--- src/rtl/cpu_wb_arbiter_pkg.sv ---
// cpu_wb_arbiter_pkg: shared core widths and writeback source encoding
package cpu_wb_arbiter_pkg;
   localparam int CPU_XLEN          = 32;
   localparam int CPU_GREG_COUNT    = 32;
   localparam int CPU_GREGIDX_WIDTH = 5;
   localparam int CPU_WB_Q_DEPTH    = 2;
   typedef enum logic [1:0] {SRC_NONE, SRC_LSU, SRC_QUEUE, SRC_ALU} wb_src_e;
endpackage

--- src/rtl/cpu_wb_fifo.sv ---
// cpu_wb_fifo: count-based circular buffer holding deferred ALU {idx,dat} results
module cpu_wb_fifo
   import cpu_wb_arbiter_pkg::*;
#(
   parameter int DEPTH = CPU_WB_Q_DEPTH,
   parameter int XLEN  = CPU_XLEN,
   parameter int IDX_W = CPU_GREGIDX_WIDTH
) (
   input  logic             clk,
   input  logic             reset_n,
   input  logic             push_i,
   input  logic             pop_i,
   input  logic [IDX_W-1:0] idx_i,
   input  logic [XLEN-1:0]  dat_i,
   output logic [IDX_W-1:0] idx_o,
   output logic [XLEN-1:0]  dat_o,
   output logic             full_o,
   output logic             empty_o
);
   localparam int AW = $clog2(DEPTH);
   localparam int CW = AW + 1;
   logic [IDX_W-1:0] idx_mem [DEPTH];
   logic [XLEN-1:0]  dat_mem [DEPTH];
   logic [AW-1:0]    wr_q, wr_d, rd_q, rd_d;
   logic [CW-1:0]    cnt_q, cnt_d;
   // Pointer and occupancy update; simultaneous push and pop keep the count
   always_comb begin
      wr_d  = push_i ? wr_q + AW'(1) : wr_q;
      rd_d  = pop_i ? rd_q + AW'(1) : rd_q;
      cnt_d = (push_i && !pop_i) ? cnt_q + CW'(1) : (pop_i && !push_i) ? cnt_q - CW'(1) : cnt_q;
   end
   // Control state register; reset discards all queued entries
   always_ff @(posedge clk) begin
      if (!reset_n) begin
         wr_q  <= '0;
         rd_q  <= '0;
         cnt_q <= '0;
      end else begin
         wr_q  <= wr_d;
         rd_q  <= rd_d;
         cnt_q <= cnt_d;
      end
   end
   // Entry storage needs no reset since occupancy gates its use
   always_ff @(posedge clk) begin
      if (push_i) begin
         idx_mem[wr_q] <= idx_i;
         dat_mem[wr_q] <= dat_i;
      end
   end
   assign idx_o   = idx_mem[rd_q];
   assign dat_o   = dat_mem[rd_q];
   assign full_o  = cnt_q == CW'(DEPTH);
   assign empty_o = cnt_q == '0;
endmodule

--- src/rtl/cpu_wb_arbiter.sv ---
// cpu_wb_arbiter: merges LSU and ALU results onto the register-file write port and tracks pending writes
module cpu_wb_arbiter
   import cpu_wb_arbiter_pkg::*;
#(
   parameter int XLEN        = CPU_XLEN,
   parameter int GREG_COUNT  = CPU_GREG_COUNT,
   parameter int IDX_W       = CPU_GREGIDX_WIDTH,
   parameter int ALU_Q_DEPTH = CPU_WB_Q_DEPTH
) (
   input  logic             clk,
   input  logic             reset_n,
   input  logic             alu_valid,
   output logic             alu_ready,
   input  logic [IDX_W-1:0] alu_rd_idx,
   input  logic [XLEN-1:0]  alu_dat,
   input  logic             lsu_valid,
   input  logic [IDX_W-1:0] lsu_rd_idx,
   input  logic [XLEN-1:0]  lsu_dat,
   input  logic             iss_valid,
   input  logic [IDX_W-1:0] iss_rd_idx,
   input  logic [IDX_W-1:0] dec_rs1_idx,
   input  logic [IDX_W-1:0] dec_rs2_idx,
   input  logic [IDX_W-1:0] dec_rd_idx,
   output logic             raw_hazard,
   output logic             rd_wen,
   output logic [IDX_W-1:0] rd_idx,
   output logic [XLEN-1:0]  rd_dat
);
   wb_src_e          src;
   logic             alu_acc, q_push, q_pop, q_full, q_empty, sel_valid;
   logic [IDX_W-1:0] q_idx, sel_idx;
   logic [XLEN-1:0]  q_dat, sel_dat;
   logic             rd_wen_q, rd_wen_d;
   logic [IDX_W-1:0] rd_idx_q, rd_idx_d;
   logic [XLEN-1:0]  rd_dat_q, rd_dat_d;
   logic [GREG_COUNT-1:0] pend_q, pend_d;
   cpu_wb_fifo #(.DEPTH(ALU_Q_DEPTH), .XLEN(XLEN), .IDX_W(IDX_W)) u_fifo (
      .clk     (clk),
      .reset_n (reset_n),
      .push_i  (q_push),
      .pop_i   (q_pop),
      .idx_i   (alu_rd_idx),
      .dat_i   (alu_dat),
      .idx_o   (q_idx),
      .dat_o   (q_dat),
      .full_o  (q_full),
      .empty_o (q_empty)
   );
   assign alu_ready = !q_full;
   assign alu_acc   = alu_valid && alu_ready;
   // Pick LSU first, then the oldest queued ALU result, else bypass the queue with the live ALU result
   always_comb begin
      src       = lsu_valid ? SRC_LSU : !q_empty ? SRC_QUEUE : alu_acc ? SRC_ALU : SRC_NONE;
      sel_valid = src != SRC_NONE;
      sel_idx   = src == SRC_LSU ? lsu_rd_idx : src == SRC_QUEUE ? q_idx : alu_rd_idx;
      sel_dat   = src == SRC_LSU ? lsu_dat : src == SRC_QUEUE ? q_dat : alu_dat;
      q_push    = alu_acc && src != SRC_ALU;
      q_pop     = src == SRC_QUEUE;
      rd_wen_d  = sel_valid && sel_idx != '0;
      rd_idx_d  = sel_valid ? sel_idx : rd_idx_q;
      rd_dat_d  = sel_valid ? sel_dat : rd_dat_q;
   end
   // Scoreboard next state: issue sets, writeback clears, set wins on collision, x0 never pending
   always_comb begin
      pend_d = '0;
      for (int i = 1; i < GREG_COUNT; i++)
         pend_d[i] = (iss_valid && iss_rd_idx == IDX_W'(i)) || (pend_q[i] && !(sel_valid && sel_idx == IDX_W'(i)));
   end
   // Writeback port and scoreboard registers
   always_ff @(posedge clk) begin
      if (!reset_n) begin
         rd_wen_q <= 1'b0;
         rd_idx_q <= '0;
         rd_dat_q <= '0;
         pend_q   <= '0;
      end else begin
         rd_wen_q <= rd_wen_d;
         rd_idx_q <= rd_idx_d;
         rd_dat_q <= rd_dat_d;
         pend_q   <= pend_d;
      end
   end
   assign rd_wen     = rd_wen_q;
   assign rd_idx     = rd_idx_q;
   assign rd_dat     = rd_dat_q;
   assign raw_hazard = pend_q[dec_rs1_idx] | pend_q[dec_rs2_idx] | pend_q[dec_rd_idx];
   a_no_dual_dest: assert property (@(posedge clk) disable iff (!reset_n)
      !(lsu_valid && alu_acc && lsu_rd_idx == alu_rd_idx && lsu_rd_idx != '0));
endmodule

--- config.mk ---
export PLATFORM = sky130hd
export DESIGN_NAME = cpu_wb_arbiter
export DESIGN_NICKNAME = d
export VERILOG_FILES = /design/src/rtl/cpu_wb_arbiter_pkg.sv /design/src/rtl/cpu_wb_fifo.sv /design/src/rtl/cpu_wb_arbiter.sv
export SDC_FILE = /design/constraint.sdc
export NUM_CORES = 1
export LEC_CHECK = 0
export CAP_MARGIN = 20
export CORE_MARGIN = 2
export CORE_UTILIZATION = 50
export CTS_CLUSTER_SIZE = 28
export DETAILED_ROUTE_END_ITERATION = 16
export PLACE_DENSITY_LB_ADDON = 0.12
export SKIP_CTS_REPAIR_TIMING = 1
export SLEW_MARGIN = 25
export SYNTH_ARGS = -nofsm -noshare
export SYNTH_HDL_FRONTEND = slang
export SYNTH_SLANG_ARGS = --single-unit
--- constraint.sdc ---
create_clock -name clk -period 4.55 [get_ports clk]
set_input_delay 0.6825 -clock clk [delete_from_list [all_inputs] [get_ports clk]]
set_output_delay 0.6825 -clock clk [all_outputs]
set_load 0.05 [all_outputs]
==> flow_summary.ini, run 1 <==
[run_status]
status = finished clean

[timing]
period_needed_ns = 4.136
fin_skew_ns = 0.006695
tightest_slew_ns = 1.014
timing.fmax_ghz = 0.2418
timing.hold.ws_ns = 0.4741
rsz0062_at_grt = no
maxSlewHeadroom_pct = 32.37
fin_crit_sh_pct = 90.91
fin_setup_tns_ns = 0
setup_viol = 0
hold_viol = 0
drv_slew = 0

[power]
p_per_area_nw_per_um2 = 493.6
max-vdd-ir-drop_mv = 0.2805
leakage_uw = 0.003114
finalPower_uw = 4595

[detailed_routing]
ant_nets = 0
first_pass_iters = 5
vias = 5674
wl_per_cell_um = 18.71
drcViolationCount = 0
wl_um = 18080
post_drt_via_cell_ratio = 5.874
drt_iter0_drc = 345

[layout]
final_util_pct = 66.55
nets = 873
finalInstanceArea_um2 = 9309
n_antenna_cell = 0
drive_gt1_share_pct = 8.906
area_growth_syn_to_layout_pct = 29.19

[placement]
gp_congestion = 0.9065
dp_hpwl_um = 12270
io_buffers = 138
placed_area_um2 = 8690

[logic_synthesis]
synthCells = 658
synth-edff-count = 74
synth_cell_type_count = 53
synth-seq-area-share_pct = 51.40
synth_nets = 758
ys_warn_count = 0
synthFlopType = edfxtp_1
avgSynthCellArea_um2 = 10.95
ys_ff_latch = 148
syn-cell-area_um2 = 7206
ys_async_sr_fraction_pct = 0

[global_route]
overflow = 0
met1_usage_pct = 31.51
antenna_found_initial = 0
grt_busiest_layer = met2
track_usage_pct = 24.44
grt_pass1_wl_um = 28700
grt_pass1_vias = 5733
gr-usage-met3_pct = 5.907
met2_usage_pct = 39.55
grt_max_degree = 75

[clock_network]
htree_levels = 4
cts_tree = built
ctsRootBufferMaster = clkbuf_16
path_clk_slew_ns = 0.06
cts-buffers-inserted = 17
cts_sinks = 148
cts.path.max_buffers = 2
clock_latency_ns = 0.42

[critical_path]
crit_arrival_ns = 3.45
required_ns = 3.87
rr_worst_depth = 5
rrSetupSlack_ns = 1.75
r2r_end = pend_q[12]
cp_max_fo = 10
critical_path_class = in2out
end_kind = output pin
setup.worst_path.start_class = primary input

[floorplan]
rows = 43
start_util_pct = 51.51
dieArea_um2 = 15390
fp.dieW_um = 124.0
die_h_um = 124.0
ios = 139
coreArea_um2 = 13990

[min_path]
holdCritStartpoint = rd_idx[4]
hold_class = reg2reg
hold_end = rd_idx[4]
hold_depth = 2

[job]
drv_cap = 0
## metrics by stage
step | instances | setup WS (ns)
final | 966 | 0.4138
after global routing | 966 | 0.2833
after CTS | 965 | 0.4353
after detailed placement | 933 | 0.4506
after global placement | 932 | 0.5164
after floorplan | 658 | 1.034
## how the worst max path moves through the flow
| stage | to | startpoint | cells after the start |
|---|---|---|---|
| floorplan | u_fifo.dat_mem[0][0] | lsu_valid | 5 |
| global placement | raw_hazard | dec_rd_idx[0] | 7 |
| detailed placement | raw_hazard | dec_rd_idx[0] | 7 |
| CTS | raw_hazard | dec_rd_idx[0] | 7 |
| global route | raw_hazard | dec_rs2_idx[1] | 7 |
| finish | raw_hazard | dec_rd_idx[0] | 7 |
## flip-flops by register name, summed over array words and instances, names as in the netlist, named ones only
register	count
pend_q	31
rd_dat	32
rd_idx	5
rd_wen	1
u_fifo.cnt_q	2
u_fifo.dat_mem	64
u_fifo.idx_mem	10
u_fifo.rd_q	1
u_fifo.wr_q	1
## layout by cell type, fill, tap and decap left out, types with 4 or more instances in the layout
cell and n:
a211oi_1 66, a21boi_0 30, a21boi_1 6, a21oi_1 30
buf_4 7, bufinv_16 4, clkbuf_16 17, clkdlybuf4s50_1 136
dfxtp_1 73, edfxtp_1 74, inv_1 9, mux2_2 6
mux2i_1 44, mux4_2 16, nand2_1 49, nand2b_1 7
nand3_1 10, nand4_1 7, nor2_1 17, nor2b_1 67
nor3b_1 10, o21ai_0 27, o21ai_1 4, o31ai_1 4
## critical path, cell delays in order
cell and delay, ns:
clkdlybuf4s50_1 0.80, mux4_2 0.58, nor2_1 0.11, a211oi_1 0.07, nor4_1 0.33, nand4_1 0.15
clkdlybuf4s50_1 0.72
## cell type report
cell class                 count  area, um^2
inverter                       9       33.78
tap                          180       225.2
clock inverter                14       185.2
clock buffer                  18       429.2
timing repair buffer         146        1451
fill                        1109        4679
multi-input combinational    451        3279
sequential                   148        3705
## power by group
| part | total [uW] | internal, uW | leakage [uW] | switching (uW) |
|---|---|---|---|---|
| logic | 1410 | 543 | 0.00154 | 871 |
| registers | 1730 | 1610 | 0.00129 | 119 |
| clock network | 1450 | 913 | 0.000289 | 540 |
## synthesized netlist by cell type, types with 3 or more instances
cell type / n / area (um^2)
o21ai_0: 27 / 135.1
a21boi_0: 30 / 225.2
mux2i_1: 44 / 440.4
nor3_1: 3 / 15.01
nand3_1: 10 / 50.05
nor4_1: 3 / 18.77
buf_6: 3 / 33.78
buf_1: 7 / 26.28
mux2_2: 6 / 67.56
nor2b_1: 67 / 419.2
and2_1: 3 / 18.77
clkbuf_1: 39 / 146.4
nor2_1: 20 / 75.07
nor3b_1: 10 / 75.07
o31ai_1: 4 / 30.03
nand2b_1: 7 / 43.79
dfxtp_1: 74 / 1481
nand4b_1: 3 / 26.28
mux4_2: 16 / 360.4
a21oi_1: 30 / 150.1
a21boi_1: 6 / 45.04
a221oi_1: 3 / 26.28
nand4_1: 7 / 43.79
edfxtp_1: 74 / 2222
a211oi_1: 66 / 495.5
inv_1: 9 / 33.78
o21ai_1: 4 / 20.02
nand2_1: 49 / 183.9
## cells by family (layout without fill, tap and decap cells)
family	after synthesis	count (layout)	share of synthesized area (%)
AND/OR/NAND/NOR	192	192	14.45
XOR/XNOR	3	3	0.3647
multiplexers	67	67	12.21
buffers and inverters	59	187	3.403
adder cells (fa/ha/maj)	1	1	0.1736
flip-flops	148	148	51.40
AO/OA/AOI/OAI	188	188	18.01
## per-layer routing
layer / part of all wire [%] / up-vias / routed length, um
met4: 2.7 / 0 / 486
met5: 0 / - / 0
met2: 47 / 196 / 8492
met1: 44 / 2723 / 7949
met3: 6.4 / 39 / 1150
li1: - / 2716 / -
No activity file was read; power rests on OpenSTA's default activity.
==> run 2, diff against run 1 <==
--- a/config.mk
+++ b/config.mk
@@ -10,9 +10,11 @@
 export CORE_UTILIZATION = 50
 export CTS_CLUSTER_SIZE = 28
 export DETAILED_ROUTE_END_ITERATION = 16
+export HOLD_SLACK_MARGIN = 0.08
 export PLACE_DENSITY_LB_ADDON = 0.12
 export SKIP_CTS_REPAIR_TIMING = 1
 export SLEW_MARGIN = 25
 export SYNTH_ARGS = -nofsm -noshare
 export SYNTH_HDL_FRONTEND = slang
+export SYNTH_HIERARCHICAL = 1
 export SYNTH_SLANG_ARGS = --single-unit
==> constraint.sdc (replaced) <==
create_clock -name clk -period 4.9 [get_ports clk]
set_input_delay 0.735 -clock clk [delete_from_list [all_inputs] [get_ports clk]]
set_output_delay 0.735 -clock clk [all_outputs]
set_load 0.05 [all_outputs]
==> flow_summary.ini, run 2 <==
[layout]
regArea_um2 = 3705
finalInstanceArea_um2 = 9379
fillers = 1119
n_antenna_cell = 0
largest-register = u_fifo/dat_mem
area_growth_syn_to_layout_pct = 28.58
final_common_cell = clkdlybuf4s50_1
largest_reg_flops = 64
drive_gt1_share_pct = 14.52
multi_input_area_um2 = 3374
nets = 872
most-common-layout-cells = clkdlybuf4s50_1 (137), nand2_1 (112), edfxtp_1 (74), dfxtp_1 (73), a21boi_0 (46)

[timing]
fin_setup_tns_ns = 0
rsz0062_at_grt = no
fin_crit_sh_pct = 85.03
fin_skew_ns = 0.009195
period_needed_ns = 4.166
timing.fmax_ghz = 0.2400
maxSlewHeadroom_pct = 34.39
setup_viol = 0
tightest_slew_ns = 0.9842
hold_viol = 0
drv_slew = 0

[critical_path]
crit_buf_inv = 2
required_ns = 4.16
critical_path_class = in2out
cp_slowest_stage_delay_ns = 0.76
crit_arrival_ns = 3.43
cp_max_fo = 10
cpMostUsedCell = clkdlybuf4s50_1
crit_path_cell_trace = clkdlybuf4s50_1, mux4_2, a22o_1, a31oi_1, o2111a_1, nand3_1, clkdlybuf4s50_1
end_kind = output pin
setup.worst_path.start_class = primary input
crit_slowest_cell = clkdlybuf4s50_1
rrSetupSlack_ns = 2.14
critPathTopFamily = buffers and inverters

[logic_synthesis]
ys_warn_count = 6
ys_ff_latch = 148
syn-cell-area_um2 = 7294
synth-edff-count = 74
synth_cell_type_count = 57
synth_top_area_share_pct = 30.46
synth_nets = 751
synth_area_leaders = edfxtp_1 (30%), dfxtp_1 (20%), mux2_2 (6.8%)
ys_top_cells_by_count = nand2_1 (112), dfxtp_1 (74), edfxtp_1 (74)
synthCells = 651
yosysMostFrequentCell = nand2_1
synthFlopType = edfxtp_1
synth_largest_area_cell = edfxtp_1
ys_async_sr_fraction_pct = 0
avgSynthCellArea_um2 = 11.21
synth-seq-area-share_pct = 50.77

[floorplan]
rows = 44
start_util_pct = 50.77
fp.dieW_um = 124.8
dieArea_um2 = 15570
ios = 139
die_h_um = 124.8
coreArea_um2 = 14370

[global_route]
overflow = 0
grt_pass1_vias = 5749
antenna_found_initial = 0
grt_max_degree = 75
track_usage_pct = 23.99
grt_pass1_wl_um = 29710

[placement]
placed_area_um2 = 8767
gp_congestion = 0.9303
io_buffers = 138
dp_hpwl_um = 12750

[power]
power.internal_uw = 2889
pwr-share-comb_pct = 31.0
p_per_area_nw_per_um2 = 456.0
netSwitchingFraction_pct = 32.46
leakage_uw = 0.003344
max-vdd-ir-drop_mv = 0.2704
seq_power_share_pct = 37.8
power.switching_uw = 1388
p_clk_share_pct = 31.3

[clock_network]
path_clk_slew_ns = 0.06
cts_tree = built
ctsRootBufferMaster = clkbuf_16
cts_sinks = 148
clock_latency_ns = 0.42
cts-buffers-inserted = 17
cts.path.max_buffers = 2
htree_levels = 4

[detailed_routing]
ant_nets = 0
drt_iter0_drc = 343
wl_um = 18370
post_drt_via_cell_ratio = 5.703
vias = 5526
drcViolationCount = 0
first_pass_iters = 4
wl_per_cell_um = 18.96

[job]
drv_cap = 0

[run_status]
status = finished clean

[min_path]
hold_class = reg2reg
-- run 2: cell count changes in the layout (fill, tap and decap cells not counted), moves of 7 or more --
cell	previous run	this run
a211oi_1	66	0
a21boi_0	30	46
a21boi_1	6	22
a21oi_1	30	1
mux2_2	6	44
nand2_1	49	112
nor2_1	17	10
nor2b_1	67	14
o211ai_1	0	32
-- run 2: path summary, 6_finish.rpt --
| path | from | end | depth (start not counted) |
|---|---|---|---|
| max | dec_rs1_idx[0] | raw_hazard | 7 |
| min | rd_idx[3] | rd_idx[3] | 2 |
| max reg2reg | flip-flop | pend_q[12] | 6 |
| min reg2reg | rd_idx[3] | rd_idx[3] | 2 |
-- run 2: metrics by stage --
stage | total power (uW) | util, % | hold slack [ns] | cells | setup slack (ns)
global route | 4465 | 65.27 | 0.4702 | 969 | 0.6017
CTS | 4315 | 65.27 | 0.4565 | 969 | 0.7116
detailed placement | 2970 | 61.02 | 0.4480 | 937 | 0.7166
global placement | 2941 | 61.00 | 0.4355 | 937 | 0.7279
floorplan | 2563 | - | 0.4662 | 651 | 1.564
finish | 4277 | 65.27 | 0.4524 | 969 | 0.7336
-- run 2: area by class of cell --
class | count | share of cell area, %
Inverter | 7 | 0.2801
Clock buffer | 19 | 4.723
Clock inverter | 13 | 1.801
Sequential cell | 148 | 39.50
Multi-Input combinational cell | 453 | 35.98
Timing Repair Buffer | 145 | 15.26
Tap cell | 184 | 2.455
-- run 2: cell families after synthesis --
logic type / after synthesis / synth area share (%)
AOI/OAI and AO/OA: 159 / 15.71
xor gates and xnor gates: 3 / 0.3603
adders and majority gates: 1 / 0.1715
buffers and inverters: 50 / 3.293
DFF: 148 / 50.77
muxes: 104 / 17.94
and+or+nand+nor: 186 / 11.75
-- run 2: per-layer routing --
metal / global-route usage [%] / up-vias / share of wire [%]
met3: 5.756 / 28 / 5.1
met1: 29.93 / 2699 / 44
met4: 8.262 / 0 / 1.8
met2: 40.86 / 149 / 49
met5: 0 / - / 0
li1: - / 2650 / -
-- run 2: power groups by stage --
stage               sequential, uW  combinational (uW)  clock (uW)
global route                  1640                1420        1410
detailed placement            1640                1330           0
finish                        1610                1320        1340
floorplan                     1830                 733           0
global placement              1630                1310           0
CTS                           1620                1330        1360
-- run 2: tightest hold or removal path, cell delays in order (launching register included) --
cell,delay [ns]
dfxtp_1,0.31
nand2_1,0.05
a21boi_1,0.05
==> run 3, diff against run 2 <==
--- a/config.mk
+++ b/config.mk
@@ -7,8 +7,8 @@
 export LEC_CHECK = 0
 export CAP_MARGIN = 20
 export CORE_MARGIN = 2
-export CORE_UTILIZATION = 50
-export CTS_CLUSTER_SIZE = 28
+export CORE_UTILIZATION = 49
+export CTS_CLUSTER_SIZE = 24
 export DETAILED_ROUTE_END_ITERATION = 16
 export HOLD_SLACK_MARGIN = 0.08
 export PLACE_DENSITY_LB_ADDON = 0.12
==> flow_summary.ini, run 3 (synthesis results as in run 2) <==
[critical_path]
startpoint = dec_rd_idx[0]
cp-endpoint = raw_hazard
required_ns = 4.16
cp_max_fo = 9
critical_path_class = in2out
rr_worst_depth = 6
rrSetupSlack_ns = 2.20
end_kind = output pin
cpMostUsedCell = clkdlybuf4s50_1
r2r_end = pend_q[8]
cp_slowest_stage_delay_ns = 0.78
setup.worst_path.start_class = primary input
crit_path_cell_trace = clkdlybuf4s50_1, mux4_2, o21ai_0, o32a_1, o2111a_1, nand3_1, clkdlybuf4s50_1
crit_arrival_ns = 3.46
crit_slowest_cell = clkdlybuf4s50_1

[floorplan]
dieArea_um2 = 15880
die_h_um = 126.0
fp.dieW_um = 126.0
rows = 44
start_util_pct = 50.19
ios = 139
coreArea_um2 = 14530

[global_route]
overflow = 0
grt_pass1_wl_um = 29460
grt_pass1_vias = 5787
antenna_found_initial = 0
track_usage_pct = 23.34
grt_max_degree = 75

[power]
p_per_area_nw_per_um2 = 459.1
max-vdd-ir-drop_mv = 0.3357
leakage_uw = 0.003354
finalPower_uw = 4314

[clock_network]
cts.path.max_buffers = 2
cts-buffers-inserted = 17
path_clk_slew_ns = 0.06
htree_levels = 4
clock_latency_ns = 0.42
cts_sinks = 148
ctsRootBufferMaster = clkbuf_16
cts_tree = built

[layout]
nets = 871
final_common_cell = clkdlybuf4s50_1
largest_reg_flops = 64
final_util_pct = 64.65
largest-register = u_fifo/dat_mem
n_antenna_cell = 0
area_growth_syn_to_layout_pct = 28.82
fillers = 1179
drive_gt1_share_pct = 14.29
most-common-layout-cells = clkdlybuf4s50_1 (137), nand2_1 (112), edfxtp_1 (74), dfxtp_1 (73), a21boi_0 (46)

[min_path]
hold_class = reg2reg

[detailed_routing]
first_pass_iters = 4
drcViolationCount = 0
vias = 5542
ant_nets = 0
wl_um = 18200
wl_per_cell_um = 18.80
drt_iter0_drc = 295
post_drt_via_cell_ratio = 5.725

[timing]
rsz0062_at_grt = no
timing.fmax_ghz = 0.2382
period_needed_ns = 4.198
drv_slew = 0
maxSlewHeadroom_pct = 35.21
tightest_slew_ns = 0.9719
setup_viol = 0
hold_viol = 0
fin_setup_tns_ns = 0
fin_crit_sh_pct = 85.68
worst_slack_ns = 0.7018
fin_skew_ns = 0.008500

[run_status]
status = finished clean

[placement]
post-place-ws_ns = 0.7195
gp_congestion = 0.9668
dp_hpwl_um = 12800
io_buffers = 138

[job]
drv_cap = 0
## run 3: cell types whose count changed in the layout (fill, tap and decap cells not counted)
cell	before	now
clkinv_4	0	3
bufinv_16	3	4
inv_8	1	0
buf_4	8	7
clkbuf_8	1	2
clkbuf_1	1	2
clkinvlp_4	3	1
clkinv_2	2	1
inv_6	4	2
## run 3: worst max-delay path, delay by kind of cell
kind | cells | cell delay [ns]
compound gates | 3 | 0.59
buf+inv | 2 | 1.49
mux | 1 | 0.56
simple gates | 1 | 0.09
## run 3: how the worst min path moves through the flow
stage / from / end / slack (ns) / depth (start not counted)
finish: rd_dat[16] / rd_dat[16] / 0.45 / 2
global route: rd_idx[3] / rd_idx[3] / 0.47 / 2
CTS: rd_dat[16] / rd_dat[16] / 0.45 / 2
detailed placement: rd_dat[16] / rd_dat[16] / 0.44 / 2
global placement: rd_dat[5] / rd_dat[5] / 0.44 / 2
floorplan: u_fifo/cnt_q[1] / u_fifo/cnt_q[1] / 0.47 / 2
## run 3: final cells by class
| type | instances | area (um^2) | share of cell area, % |
|---|---|---|---|
| inverters | 7 | 26.28 | 0.2796 |
| clock inverters | 11 | 176.4 | 1.877 |
| well taps | 184 | 230.2 | 2.450 |
| flip-flops and latches | 148 | 3705 | 39.43 |
| multi-input cells | 453 | 3374 | 35.91 |
| clock buffers | 21 | 460.4 | 4.900 |
| repair buffers | 144 | 1424 | 15.15 |
## run 3: layer usage
layer  wire, um  global-route usage, %  part of all wire (%)
met5          0                      0                     0
met1       7607                  28.26                    42
met2       9081                  40.26                    50
met4        456                  8.533                   2.5
met3       1058                  6.032                   5.8
## run 3: per-stage QoR
step	area, um^2	hold WS, ns	std cells
floorplan	7295	0.4662	651
global placement	8757	0.4355	936
detailed placement	8760	0.4427	936
CTS	9397	0.4516	968
global route	9397	0.4732	968
finish	9397	0.4500	968
## run 3: power by group
group	switching [uW]	internal (uW)
clock	505	884
sequential	115	1500
combinational	747	565
total	1370	2950
